==> config.mk <==
export PLATFORM = sky130hd
export DESIGN_NAME = time_display_mux
export DESIGN_NICKNAME = d
export VERILOG_FILES = /design/src/rtl/time_display_pkg.sv /design/src/rtl/seg7_encode.sv /design/src/rtl/time_display_mux.sv
export SDC_FILE = /design/constraint.sdc
export NUM_CORES = 1
export LEC_CHECK = 0
export CORE_MARGIN = 2
export CORE_UTILIZATION = 27
export DETAILED_ROUTE_END_ITERATION = 8
export PLACE_DENSITY = 0.46
export SYNTH_ARGS = -nofsm -noshare
export SYNTH_HDL_FRONTEND = slang
export SYNTH_SLANG_ARGS = --single-unit
==> constraint.sdc <==
create_clock -name clk -period 11 [get_ports clk]
set_clock_uncertainty 0.1 [all_clocks]
set_input_delay 1.65 -clock clk [delete_from_list [all_inputs] [get_ports clk]]
set_output_delay 1.65 -clock clk [all_outputs]
set_load 0.1 [all_outputs]
==> src/rtl/time_display_pkg.sv <==
// Shared constants for the multiplexed seven-segment time display.
// Segment patterns are active-low {g,f,e,d,c,b,a}.
package time_display_pkg;

    localparam int unsigned NUM_DIGITS = 8;

    // Decimal points after the hour, minute and second ones digits.
    localparam logic [NUM_DIGITS-1:0] DP_MASK = 8'b0101_0100;

    localparam logic [6:0] SEG_DIGIT [0:9] = '{
        7'h40, 7'h79, 7'h24, 7'h30, 7'h19,
        7'h12, 7'h02, 7'h78, 7'h00, 7'h10
    };
    localparam logic [6:0] SEG_DASH  = 7'h3F;
    localparam logic [6:0] SEG_BLANK = 7'h7F;

    localparam logic [3:0] CODE_DASH  = 4'd10;
    localparam logic [3:0] CODE_BLANK = 4'd11;

    typedef enum logic [1:0] {
        FieldHundredth = 2'd0,
        FieldSecond    = 2'd1,
        FieldMinute    = 2'd2,
        FieldHour      = 2'd3
    } field_e;

endpackage

==> src/rtl/seg7_encode.sv <==
// Digit code (0..9, dash, blank) to active-low seven-segment pattern.
module seg7_encode
    import time_display_pkg::*;
(
    input  logic [3:0] code,
    output logic [6:0] seg
);

    always_comb begin
        seg = SEG_BLANK;
        if (code <= 4'd9) begin
            seg = SEG_DIGIT[code];
        end else if (code == CODE_DASH) begin
            seg = SEG_DASH;
        end
    end

endmodule

==> src/rtl/time_display_mux.sv <==
// Scans HH.MM.SS.CC onto an 8-digit common-anode display, capturing all
// fields once per frame and blinking the whole display while done_signal is high.
module time_display_mux
    import time_display_pkg::*;
#(
    parameter int unsigned DIGIT_TICKS = 15625,
    parameter int unsigned GUARD_TICKS = 16,
    parameter int unsigned BLINK_TICKS = 62_500_000
) (
    input  logic                  clk,
    input  logic                  reset_n,
    input  logic [6:0]            hour,
    input  logic [6:0]            minute,
    input  logic [6:0]            second,
    input  logic [6:0]            hundredth,
    input  logic                  done_signal,
    output logic [NUM_DIGITS-1:0] an,
    output logic [6:0]            seg,
    output logic                  dp
);

    localparam int unsigned TickW  = (DIGIT_TICKS > 1) ? $clog2(DIGIT_TICKS) : 1;
    localparam int unsigned BlinkW = (BLINK_TICKS > 1) ? $clog2(BLINK_TICKS) : 1;
    localparam logic [TickW-1:0]  TickLast  = TickW'(DIGIT_TICKS - 1);
    localparam logic [TickW-1:0]  TickGuard = TickW'(GUARD_TICKS);
    localparam logic [BlinkW-1:0] BlinkLast = BlinkW'(BLINK_TICKS - 1);

    logic [TickW-1:0]      tick_q, tick_d;
    logic [2:0]            idx_q, idx_d;
    logic [BlinkW-1:0]     blink_cnt_q, blink_cnt_d;
    logic                  blink_on_q, blink_on_d;
    logic                  done_q;
    logic [6:0]            hour_q, minute_q, second_q, hundredth_q;
    logic [NUM_DIGITS-1:0] an_q, an_d;
    logic [6:0]            seg_q, seg_d;
    logic                  dp_q, dp_d;

    logic                  slot_end, frame_start;
    logic [6:0]            field;
    logic [3:0]            tens, ones, code;

    // Slot and digit counters; idx counts down so the frame starts at the left.
    always_comb begin
        slot_end    = (tick_q == TickLast);
        frame_start = slot_end && (idx_q == 3'd0);
        tick_d      = slot_end ? '0 : tick_q + TickW'(1);
        idx_d       = slot_end ? idx_q - 3'd1 : idx_q;
    end

    always_comb begin
        blink_cnt_d = blink_cnt_q;
        blink_on_d  = blink_on_q;
        if (!done_signal || !done_q) begin
            blink_cnt_d = '0;
            blink_on_d  = 1'b1;
        end else if (blink_cnt_q == BlinkLast) begin
            blink_cnt_d = '0;
            blink_on_d  = ~blink_on_q;
        end else begin
            blink_cnt_d = blink_cnt_q + BlinkW'(1);
        end
    end

    always_comb begin
        case (field_e'(idx_q[2:1]))
            FieldHour:   field = hour_q;
            FieldMinute: field = minute_q;
            FieldSecond: field = second_q;
            default:     field = hundredth_q;
        endcase
        // x*103 >> 10 equals x/10 for every x in 0..99.
        tens = 4'((14'(field) * 14'd103) >> 10);
        ones = field[3:0] - 4'(tens * 4'd10);
        if (field > 7'd99) begin
            code = CODE_DASH;
        end else if (idx_q[0]) begin
            code = ((idx_q == 3'd7) && (tens == 4'd0)) ? CODE_BLANK : tens;
        end else begin
            code = ones;
        end
    end

    seg7_encode u_seg7_encode (
        .code (code),
        .seg  (seg_d)
    );

    always_comb begin
        an_d = '1;
        if (blink_on_q && (tick_q >= TickGuard)) begin
            an_d = ~(NUM_DIGITS'(1) << idx_q);
        end
        dp_d = ~DP_MASK[idx_q];
    end

    always_ff @(posedge clk or negedge reset_n) begin
        if (!reset_n) begin
            tick_q      <= '0;
            idx_q       <= 3'd7;
            blink_cnt_q <= '0;
            blink_on_q  <= 1'b1;
            done_q      <= 1'b0;
            hour_q      <= '0;
            minute_q    <= '0;
            second_q    <= '0;
            hundredth_q <= '0;
            an_q        <= '1;
            seg_q       <= SEG_BLANK;
            dp_q        <= 1'b1;
        end else begin
            tick_q      <= tick_d;
            idx_q       <= idx_d;
            blink_cnt_q <= blink_cnt_d;
            blink_on_q  <= blink_on_d;
            done_q      <= done_signal;
            if (frame_start) begin
                hour_q      <= hour;
                minute_q    <= minute;
                second_q    <= second;
                hundredth_q <= hundredth;
            end
            an_q        <= an_d;
            seg_q       <= seg_d;
            dp_q        <= dp_d;
        end
    end

    assign an  = an_q;
    assign seg = seg_q;
    assign dp  = dp_q;

endmodule

### Word-level counts from Yosys, hierarchy flattened

Memories as Yosys holds them, arrays and structs flattened.
Index checks and enable logic that the tools add are counted.

| word-level totals | value |
|---|---|
| input bits | 31 |
| bits in registers | 89 |
| word-level logic and storage cells | 61 |
| ROM bits | 120 |
| memories | 2 |
| output and inout port bits | 16 |

Memories:

| name | depth | width | rd ports | clocked after Yosys merged registers in | wr ports | line | source |
|---|---|---|---|---|---|---|---|
| (no name shown) | 16 | 7 | 1 | 0 | 0 | seg7_encode.sv:12 | `seg = SEG_DIGIT[code];` |
| (no name shown) | 8 | 1 | 1 | 0 | 0 | time_display_mux.sv:93 | `dp_d = ~DP_MASK[idx_q];` |

| cells by class | value |
|---|---|
| shifts and indexed selects | 1 |
| multipliers | 2 |
| eq/ne operators | 7 |
| add/sub/neg operators | 4 |
| bitwise operators | 4 |
| reductions and logical operators | 9 |
| $lt $le $gt $ge | 5 |
| muxes and demuxes | 15 |

Operator list:

| cell | number |
|---|---|
| 2-to-1 mux 26 bit | 2 |
| 2-to-1 mux 7 bit | 4 |
| adder 26 x 1 -> 26 bit, second input constant | 1 |
| equality test 26 bit, second input constant | 1 |
| case mux 7 bit (3 select lines) | 1 |
| adder 14 x 1 -> 14 bit, second input constant | 1 |
| equality test 14 bit, second input constant | 1 |
| >= comparator 14 x 5 -> 1 bit, second input constant | 1 |
| multiplier 7 x 7 -> 14 bit, second input constant | 1 |
| 2-to-1 mux 14 bit | 1 |
| 2-to-1 mux 4 bit | 3 |
| 2-to-1 mux 8 bit | 1 |
| inverter 8 bit | 1 |
| << shifter 1 x 3 -> 8 bit, first input constant | 1 |
| greater-than comparator 7 bit, second input constant | 1 |
| >= comparator 5 bit, second input constant | 1 |
| inverter 4 -> 5 bit | 1 |
| equality test 2 bit, second input constant | 2 |
| equality test 4 bit, second input constant | 1 |
| <= comparator 4 bit, second input constant | 1 |
| zero test 4 bit | 1 |
| less-than comparator 3 x 4 -> 1 bit, second input constant | 1 |
| multiplier 4 x 3 -> 3 bit, second input constant | 1 |
| subtractor 4 bit | 1 |
| 10 further kinds | 16 |

### Longest topological paths before layout

Gate-level depths: netlist of run 1.

| depth | value |
|---|---|
| word-level depth | 13 |
| depth in mapped cells | 24 |
| gate-level depth less buffers | 22 |

### Modules after synthesis

Synthesis of run 1 repeated with hierarchy kept, for this count alone.

| second synthesis, totals | value |
|---|---|
| cells, all modules | 491 |
| area total of the unflattened synthesis | 5366.4 sq um |

Modules (own cells, without submodules):

| module | sequential area each (sq um) | cells an instance | area each (sq um) | instances |
|---|---|---|---|---|
| time_display_mux | 2252.2 | 463 | 5153.7 | 1 |
| seg7_encode | 0.0 | 28 | 212.7 | 1 |

### Worst setup path before layout of run 1

No wires, ideal clock.

| path | value |
|---|---|
| path type | flip-flop to flip-flop |
| from | reg idx_q[2] |
| to | reg seg_q[6], in the netlist seg[6] |
| data required time | 10810 ps |
| path slack | 4636 ps |
| arrival | 6175 ps |
| path buffers | 3 |
| cell stages (with the launch flop) | 24 |
| period minus slack after synthesis | 6364 ps |
| library setup time | 90 ps |
| cells stage by stage | dfstp_2 -> clkbuf_1 -> clkbuf_1 -> mux4_2 -> ha_1 -> inv_1 -> fa_1 -> inv_1 -> fa_1 -> ha_1 -> ha_1 -> a21oi_1 -> nand2_1 -> a221oi_1 -> nand2_1 -> ha_1 -> fa_1 -> xnor2_1 -> and3_1 -> o211ai_1 -> or3b_2 -> buf_1 -> and4_4 -> a311oi_2 |

| on the way | value |
|---|---|
| cells in the longest elaborated chain, start to end | 13 |
| elaborated cells between the ends (all ways) | 22 |
| those cells by class | add/sub: 1; mul: 2; order compare: 2; eq/ne: 5; mux: 8; bitwise: 1; reduce/logical: 2; memory: 1 |

RTL lines:

| element | line | source |
|---|---|---|
| from (decl) | time_display_mux.sv:29 | `logic [2:0] idx_q, idx_d;` |
| from (signal assigned) | time_display_mux.sv:112 | `idx_q <= idx_d;` |
| branches (longest 7 deep; another with multiplier 7 x 7 -> 14 bit) | -- |  |
| 2-to-1 mux 4 bit (*) | time_display_mux.sv:74 | `if (field > 7'd99) begin` |
| inverter 4 -> 5 bit (not written as such) | seg7_encode.sv:12 |  |
| memory read (16 x 7 bit) | -- |  |
| 2-to-1 mux 7 bit (not written as such) (2 in series) | seg7_encode.sv:12 |  |
| 2-to-1 mux 7 bit (*) | seg7_encode.sv:11 | `if (code <= 4'd9) begin` |
| net seg_d[6] | time_display_mux.sv:35 | `logic [6:0] seg_q, seg_d;` |
| to (signal assigned) | time_display_mux.sv:123 | `seg_q <= seg_d;` |
| to (decl) | time_display_mux.sv:35 |  |

Mark *: on every way through the listed nets, which the timed path passes. The select of a mux whose other input is x is not followed.
A chain may end at the register's enable or synchronous reset.

### Worst setup path after layout of run 1

| path | value |
|---|---|
| from | reg idx_q[1] |
| to | reg seg_q[2], in the netlist seg[2] |

Same word-level chain as after synthesis.

==> results of run 1 <==
## per-layer routing
metal  part of all wire [%]  GRT usage, %
met1                     45          13.9
met2                     50          20.2
met3                    3.2          3.07
met4                    1.9          3.68
met5                      0             0
## flip-flops by register name, indices dropped and copies added (netlist names)
| register | count |
|---|---|
| an | 8 |
| blink_cnt_q | 26 |
| blink_on_q | 1 |
| done_q | 1 |
| dp | 1 |
| hour_q | 7 |
| hundredth_q | 7 |
| idx_q | 3 |
| minute_q | 7 |
| second_q | 7 |
| seg | 7 |
| tick_q | 14 |
## Yosys cell counts (2+ instances only)
master / count / area [um2]
nand2b_1: 2 / 12.5
mux4_2: 8 / 180
ha_1: 55 / 688
nor3_1: 3 / 15.0
o31ai_1: 2 / 15.0
or3_1: 8 / 50.1
fa_1: 9 / 180
nand3_1: 21 / 105
a211o_1: 2 / 17.5
buf_6: 2 / 22.5
and4_4: 2 / 22.5
a311o_1: 2 / 20.0
o21ai_0: 11 / 55.1
and3_1: 12 / 75.1
nand4_1: 8 / 50.1
inv_1: 43 / 161
and2_1: 3 / 18.8
o221ai_1: 2 / 17.5
nor4_1: 5 / 31.3
nor2_1: 45 / 169
dfrtp_1: 69 / 1730
a21oi_1: 14 / 70.1
dfstp_2: 20 / 526
mux2i_1: 3 / 30.0
nand2_1: 36 / 135
a211oi_1: 2 / 15.0
nor2b_1: 7 / 43.8
xor2_1: 23 / 201
a21boi_0: 2 / 15.0
mux2_2: 30 / 338
buf_1: 3 / 11.3
clkbuf_1: 8 / 30.0
xnor2_1: 14 / 123
## cell type report
class / count / area [um2]
fill: 2005 / 13100
multi-input combinational: 353 / 2920
sequential: 89 / 2250
timing repair buffer: 48 / 473
tap: 265 / 332
clock buffer: 10 / 229
inverter: 44 / 165
clock inverter: 6 / 71.3
## how the worst max path moves through the flow
stage | cells after the start | end | start | slack (ns)
after floorplan | 23 | seg[6]$_DFF_PN1_ | idx_q[2]$_DFFE_PN1N_ | 4.64
after global placement | 20 | seg[6]$_DFF_PN1_ | idx_q[1]$_DFFE_PN1N_ | 4.26
after detailed placement | 20 | seg[2]$_DFF_PN1_ | idx_q[1]$_DFFE_PN1N_ | 4.15
after CTS | 20 | seg[2]$_DFF_PN1_ | idx_q[1]$_DFFE_PN1N_ | 4.13
after global routing | 20 | seg[2]$_DFF_PN1_ | idx_q[1]$_DFFE_PN1N_ | 3.77
final | 20 | seg[2]$_DFF_PN1_ | idx_q[1]$_DFFE_PN1N_ | 4.15
## power by group through the flow
stage | clock network, uW | logic [uW] | registers [uW]
CTS | 329 | 21.4 | 328
global placement | 0 | 21.2 | 334
global route | 343 | 22.8 | 328
finish | 317 | 20.4 | 328
detailed placement | 0 | 21.3 | 334
floorplan | 0 | 1.80 | 334
## cell families (layout without fill, tap and decap cells)
| logic type | count (synthesis) | in the layout | synth area share [%] |
|---|---|---|---|
| adders and majority gates | 64 | 64 | 16.1 |
| buffers and inverters | 57 | 108 | 4.24 |
| and+or+nand+nor | 161 | 161 | 15.1 |
| muxes | 42 | 42 | 10.6 |
| DFF | 89 | 89 | 41.7 |
| xor gates and xnor gates | 37 | 37 | 6.00 |
| AOI/OAI and AO/OA | 49 | 49 | 6.24 |
## through the flow
| stage | util, % | worst slack, ns | hold WS (ns) |
|---|---|---|---|
| 2_1_floorplan | - | 4.64 | 0.290 |
| 3_3_place_gp | 31.5 | 4.26 | 0.300 |
| 3_5_place_dp | 31.5 | 4.15 | 0.316 |
| 4_1_cts | 33.0 | 4.13 | 0.325 |
| 5_1_grt | 33.0 | 3.77 | 0.347 |
| 6_report | 33.0 | 4.15 | 0.316 |
## placed cells by master, fill, tap and decap left out, types with 3 or more instances in the layout
cell type	count
dfrtp_1	69
ha_1	55
nor2_1	45
clkdlybuf4s50_1	45
inv_1	43
nand2_1	36
mux2_2	30
xor2_1	23
nand3_1	21
dfstp_2	20
a21oi_1	14
xnor2_1	14
and3_1	12
o21ai_0	11
fa_1	9
clkbuf_16	9
mux4_2	8
or3_1	8
nand4_1	8
nor2b_1	7
nor4_1	5
mux2i_1	3
and2_1	3
buf_4	3
==> results.cfg, run 1 <==
[status]
status = finished, final reports clean

[critical_path]
cpLargestDelayFamily = adder cells
critical_path_arrival_ns = 7.01
end_kind = register
crit_chain = mux4_1, ha_1, inv_1, fa_1, inv_1, fa_1, ha_1, ha_1, a21oi_1, nand2_1, a221oi_1, nand2_1, ha_1, fa_1, xnor2_1, and3_1, o211ai_1, or3b_2, nand2_1, mux2i_1
critical_path.max_fanout = 13
reg2regPathDepth = 20
cp_slowest_cell = dfstp_2
regToRegEndpoint = seg[2]$_DFF_PN1_
crit_required_ns = 11.16
worst-path-buf-inv = 2
crit_type = register to register
startpoint_type = register
r2r_slack_ns = 4.15
reg2reg_from = idx_q[1]$_DFFE_PN1N_
cp_common_cell = ha_1
cpPeakStageDelay_ns = 0.76

[final_layout]
drive_gt1_share_pct = 15.6
finalNetCount = 640
final_area_um2 = 6440
num_antenna_cells = 0
fin_cells = 815
area_growth_pct = 19.4

[sta]
fin_tns_setup_ns = 0
min_period_ns = 6.85
setup_viol = 0
final.period_utilization_pct = 62.3
rsz0062_at_grt = no
worst_pin_slew_ns = 1.05
fmax_mhz = 146
slew_headroom_pct = 29.5
final_hold_viol_count = 0
maxSlewViolCount = 0

[synth]
synth_fp_nets = 594
synthCells = 499
avgSynthCellArea_um2 = 10.8
syn_area_um2 = 5400
yosysUniqueCellTypes = 56
synth_seq_cells = 89
yosysSeqAreaShare_pct = 41.7
synth_ff_type = dfrtp_1
synth_enable_flop_cells = 0
synthArstFlopShare_pct = 100
synth_warnings = 0

[grt]
grt_max_degree = 61
grt_pass1_vias = 3917
grt_pass1_wl_mm = 19.6
grt_remaining_overflow = 0
grt_antenna_before_repair = 0
track_usage_pct = 11.6

[pwr]
power_frac_comb_pct = 3.1
p_clk_share_pct = 47.6
ir_drop_uv = 82.7
intPower_uw = 517
p_leak_uw = 0.00297
finalPower_uw = 665
power_density_nw_per_um2 = 103
swShare_pct = 22.3
switchingPower_uw = 148
seq_power_share_pct = 49.4

[drt]
dr.pass1.iters = 4
drcViolationCount = 0
finalWirelength_mm = 11.6
via_count = 3714
ant_nets = 0
wl_per_cell_um = 14.2
drt_first_iter_violations = 202
routed_via_density = 4.56

[die]
die_h_um = 145
boundaryPins = 47
rows = 51
initial_core_util_pct = 27.6
coreArea_um2 = 19500
die_w_um = 145
die-area_um2 = 21100

[placement]
io_buffers = 46
place_inst = 799
hpwl_mm = 8.84
place_area_um2 = 6140
gp_congestion = 0.857

[cts]
htreeDepth = 3
clk_pin_slew_ns = 0.07
hold_buffers = 0
cts_buffers = 9
cts_resized = 0
cts_setup_buffers = 0
clock-root-buffer = clkbuf_16
cts_sinks = 89
cts_tree = yes
clkLatencyLatePin_ns = 0.34
clk_path_buf_depth = 2

[worst_hold_path]
holdPathStages = 1
min_to = blink_on_q$_DFFE_PN1P_
hold_class = register to register
min_from = done_q$_DFF_PN0_

[flow_run]
drv_cap = 0
Power figures use the tool's default switching activity.
==> run 2, diff against run 1 <==
PLACE_DENSITY = 0.48   (was 0.46)
clock period = 5.83 ns   (was 11 ns; I/O delays follow)
==> results.cfg, run 2 (same netlist as run 1, synthesis figures left out) <==
[status]
status = finished, violations left
violations = negative setup slack

[pwr]
finalPower_uw = 1230
power_density_nw_per_um2 = 172
p_leak_uw = 0.00317
ir_drop_uv = 145
p_clk_share_pct = 46.6
power_frac_comb_pct = 3.1
seq_power_share_pct = 50.3
swShare_pct = 20.3
switchingPower_uw = 251
intPower_uw = 982

[placement]
place_area_um2 = 6530
gp_congestion = 0.771
pre_cts_slack_ns = -0.183
hpwl_mm = 9.24
io_buffers = 46

[die]
boundaryPins = 47
die-area_um2 = 21100
coreArea_um2 = 19500
initial_core_util_pct = 27.6
die_h_um = 145
rows = 51
die_w_um = 145

[final_layout]
num_antenna_cells = 0
max_flop_register = blink_cnt_q
drive_gt1_share_pct = 30.3
largest_reg_flops = 26
mostFrequentLayoutCells = 69 x dfrtp_1, 50 x buf_4, 45 x clkdlybuf4s50_1, 44 x nor2_1, 38 x inv_1
final_area_um2 = 7150
finalNetCount = 688
final_common_cell = dfrtp_1
area_growth_pct = 32.4

[cts]
clk_pin_slew_ns = 0.06
cts_tree = yes
hold_buffers = 0
cts_sinks = 89
cts_buffers = 9
clk_path_buf_depth = 2
clkLatencyLatePin_ns = 0.35
clock-root-buffer = clkbuf_16
htreeDepth = 3

[drt]
routed_via_density = 4.52
via_count = 3901
ant_nets = 0
drt_first_iter_violations = 156
finalWirelength_mm = 11.9
drcViolationCount = 0
dr.pass1.iters = 4
wl_per_cell_um = 13.8

[grt]
grt_pass1_wl_mm = 20.7
grt_max_degree = 59
grt_pass1_vias = 4152
grt_antenna_before_repair = 0
track_usage_pct = 12.1
grt_remaining_overflow = 0

[flow_run]
drv_cap = 0

[sta]
min_period_ns = 5.92
setup_slack_ns = -0.0925
final_hold_viol_count = 0
final.period_utilization_pct = 102
slew_headroom_pct = 31.2
fmax_mhz = 169
rsz0062_at_grt = yes
fin_tns_setup_ns = -0.190
setup_viol = 4
worst_pin_slew_ns = 1.03
maxSlewViolCount = 0

[critical_path]
end_kind = register
cp_slowest_cell = mux4_2
worst-path-buf-inv = 3
startpoint_type = register
crit_required_ns = 5.99
cpPeakStageDelay_ns = 0.59
crit_type = register to register
critical_path_arrival_ns = 6.08
cp_common_cell = ha_4
cpLargestDelayFamily = adder cells
crit_chain = buf_12, mux4_2, ha_4, inv_2, fa_1, inv_2, fa_2, ha_4, ha_4, nand3_4, a21oi_4, mux2i_2, nand2_1, ha_2, fa_2, xnor2_2, and3_4, o211ai_1, or3b_4, and4_4, a311oi_2
critical_path.max_fanout = 8

[worst_hold_path]
hold_class = register to register
[run 2: changes by cell type in the layout (fill, tap and decap cells not counted), sizes merged]
cell / change
clkbuf: +3
clkinvlp: -1
inv: -2
buf: +48
[run 2: final timing paths]
path | start | endpoint | slack (ns) | cells after the start
setup / recovery | idx_q[1]$_DFFE_PN1N_ | seg[6]$_DFF_PN1_ | -0.09 | 21
hold / removal | done_q$_DFF_PN0_ | blink_on_q$_DFFE_PN1P_ | 0.32 | 1
setup reg to reg | idx_q[1]$_DFFE_PN1N_ | seg[6]$_DFF_PN1_ | -0.09 | 21
hold reg to reg | done_q$_DFF_PN0_ | blink_on_q$_DFFE_PN1P_ | 0.32 | 1
max in group asynchronous | reset_n | hundredth_q[3]$_DFFE_PN0P_ | 4.19 | 2
min in group asynchronous | reset_n | blink_cnt_q[15]$_DFF_PN0_ | 0.36 | 1
[run 2: metal layers]
metal	wire length, um	vias up	track usage, %
met2	6130	46	21.3
met5	0	-	0
met4	154	0	3.53
met1	5210	1926	14.9
li1	-	1919	-
met3	437	10	2.88
[run 2: timing repair]
action,in CTS,in global routing
setup endpoints to repair,7,7
buffers inserted,7,4
gates resized for setup,29,19
pin swaps,12,18
[run 2: area by class of cell]
type                       instances  area [um2]
multi-input combinational        353        3260
inverter                          44         165
fill                            1998       12400
clock buffer                      13         250
timing repair buffer              96         846
sequential                        89        2250
tap                              265         332
clock inverter                     3        41.3
[run 2: power by group through the flow]
| stage | Clock, uW | Sequential (uW) | Combinational (uW) |
|---|---|---|---|
| finish | 574 | 620 | 38.1 |
| global route | 628 | 620 | 42.4 |
| CTS | 599 | 620 | 40.0 |
| detailed placement | 0 | 631 | 39.8 |
| global placement | 0 | 631 | 39.3 |
| floorplan | 0 | 631 | 3.40 |
[run 2: stage by stage]
stage                     cells  hold WS, ns  util (%)
final                       863        0.322      36.6
after global routing        863        0.363      36.6
after CTS                   859        0.321      36.1
after detailed placement    836        0.306      33.5
after global placement      836        0.299      33.5
after floorplan             499        0.290         -
==> run 3, diff against run 2 <==
SYNTH_HIERARCHICAL = 1   (was not set)
==> results.cfg, run 3 <==
[grt]
grtUsageMet2_pct = 21.7
use_met1_pct = 14.1
grt_pass1_wl_mm = 20.4
met3_usage_pct = 2.01
grt_pass1_vias = 4192
top_usage_layer = met2
grt_remaining_overflow = 0
grt_max_degree = 57
grt_antenna_before_repair = 0
track_usage_pct = 12.0

[cts]
clk_path_buf_depth = 2
cts_sinks = 89
clkLatencyLatePin_ns = 0.35
clock-root-buffer = clkbuf_16
cts_tree = yes
cts_buffers = 9
hold_buffers = 0
htreeDepth = 3
clk_pin_slew_ns = 0.07

[pwr]
power_frac_comb_pct = 49.0
ir_drop_uv = 150
switchingPower_uw = 925
seq_power_share_pct = 28.0
p_clk_share_pct = 23.0
finalPower_uw = 2470
intPower_uw = 1540
swShare_pct = 37.5
power_density_nw_per_um2 = 343
p_leak_uw = 0.00308

[status]
status = finished, violations left
violations = negative setup slack

[critical_path]
crit_chain = mux4_2, ha_4, xnor2_4, ha_2, or2_4, fa_2, ha_4, ha_4, a21oi_4, nand3_2, or3_1, o22a_1, xnor2_2, a41oi_1, o21ai_1, inv_1, ha_1, or4b_1, a31oi_1
startpoint_type = register
cp_slowest_cell = mux4_2
cpLargestDelayFamily = adder cells
cp_common_cell = ha_4
critical_path.max_fanout = 4
critical_path_arrival_ns = 6.04
end_kind = register
worst-path-buf-inv = 1
r2r_slack_ns = -0.04
crit_required_ns = 6.00
cpPeakStageDelay_ns = 0.64
crit_type = register to register

[sta]
setup_viol = 2
setup_slack_ns = -0.0405
maxSlewViolCount = 0
final.period_utilization_pct = 101
rsz0062_at_grt = yes
fmax_mhz = 170
fin_tns_setup_ns = -0.0637
slew_headroom_pct = 33.3
min_period_ns = 5.87
final_hold_viol_count = 0
worst_pin_slew_ns = 0.997

[placement]
gp_congestion = 0.797
place_inst = 837
place_area_um2 = 6580
hpwl_mm = 8.94
io_buffers = 46

[die]
rows = 51
die-area_um2 = 21000
coreArea_um2 = 19500
die_w_um = 145
initial_core_util_pct = 27.6
boundaryPins = 47
die_h_um = 145

[final_layout]
final_area_um2 = 7190
finalNetCount = 690
drive_gt1_share_pct = 30.4
fin_cells = 865
area_growth_pct = 34.0
mostFrequentLayoutCells = 69 x dfrtp_1, 50 x buf_4, 48 x nor2_1, 45 x clkdlybuf4s50_1, 41 x ha_1
fillers = 1911
max_flop_register = blink_cnt_q
final_common_cell = dfrtp_1
largest_reg_flops = 26
fin_util_pct = 36.9
multi_input_area_um2 = 3310
ff_latch_area_um2 = 2250

[drt]
routed_via_density = 4.42
finalWirelength_mm = 11.7
drt_first_iter_violations = 129
drcViolationCount = 0
ant_nets = 0
wl_per_cell_um = 13.5
dr.pass1.iters = 4
via_count = 3824

[synth]
yosysSeqAreaShare_pct = 42.0
synth_fp_nets = 587
synth_seq_cells = 89
synth_common_cells = 69 x dfrtp_1, 57 x ha_1, 48 x nor2_1, 33 x inv_1, 33 x nand2_1
synth_most_common_cell = dfrtp_1
synth.largest_area_cell = dfrtp_1
synth_top_area_share_pct = 32.2
synthArstFlopShare_pct = 100
synth.area.top_cells = dfrtp_1 32%, ha_1 13%, dfstp_2 9.8%
avgSynthCellArea_um2 = 10.9
yosysUniqueCellTypes = 60
synthCells = 491
synth_warnings = 6
synth_enable_flop_cells = 0
syn_area_um2 = 5370
synth_ff_type = dfrtp_1

[worst_hold_path]
hold_class = register to register

[flow_run]
drv_cap = 0
## run 3: cell types whose count changed in the layout (fill, tap and decap cells not counted), moves of 5 or more
| cell | previous run | this run |
|---|---|---|
| inv_1 | 38 | 28 |
| nand3_1 | 18 | 24 |
| nor4_1 | 5 | 0 |
| or3_1 | 7 | 2 |
## run 3: per-stage QoR
stage          hold WS (ns)  setup WS (ns)
3_3_place_gp          0.311        -0.0860
2_1_floorplan         0.299       0.000652
4_1_cts               0.334        -0.0551
3_5_place_dp          0.323         -0.197
5_1_grt               0.349         -0.307
6_report              0.330        -0.0405
## run 3: power by group through the flow
| stage | Sequential, uW | Clock (uW) | Combinational, uW |
|---|---|---|---|
| after floorplan | 880 | 0 | 565 |
| final | 690 | 566 | 1210 |
| after global placement | 702 | 0 | 1050 |
| after CTS | 691 | 586 | 1190 |
| after global routing | 695 | 612 | 1330 |
| after detailed placement | 702 | 0 | 1060 |
## run 3: worst paths after layout
kind	from	endpoint	depth (start not counted)
worst max-delay path	idx_q[1]$_DFFE_PN1N_	seg[6]$_DFF_PN1_	19
worst min-delay path	done_q$_DFF_PN0_	blink_on_q$_DFFE_PN1P_	1
worst max register to register	idx_q[1]$_DFFE_PN1N_	seg[6]$_DFF_PN1_	19
worst min register to register	done_q$_DFF_PN0_	blink_on_q$_DFFE_PN1P_	1
max in group asynchronous	reset_n	blink_cnt_q[11]$_DFF_PN0_	2
min in group asynchronous	reset_n	tick_q[9]$_DFF_PN0_	1
## run 3: repair_timing
| item | CTS | global route |
|---|---|---|
| setup endpoints to repair | 7 | 7 |
| buffers inserted | 10 | 1 |
| pin swaps | 30 | 7 |
| resized for setup | 37 | 7 |
## run 3: kinds of logic (layout without fill, tap and decap cells)
logic type	after synthesis	count (layout)	share of synthesized area, %
other cells	0	1	0
mux	38	38	9.23
simple gates	172	172	16.8
buf+inv	41	149	3.05
fa+ha+maj	65	65	16.3
xor+xnor	44	44	7.18
compound gates	42	42	5.50
flops	89	89	42.0
## run 3: final cells by class
cell class / instances / share of cell area, %
clock buffers: 9 / 3.13
well taps: 265 / 4.61
multi-input cells: 361 / 46.0
inverters: 33 / 1.72
flip-flops and latches: 89 / 31.3
clock inverters: 7 / 0.818
diodes: 1 / 0.0348
repair buffers: 100 / 12.4
## run 3: routing by layer
metal / share of wire (%) / vias up
met3: 1.9 / 14
met5: 0 / -
met4: 2.1 / 0
met2: 52 / 22
li1: - / 1911
met1: 44 / 1877
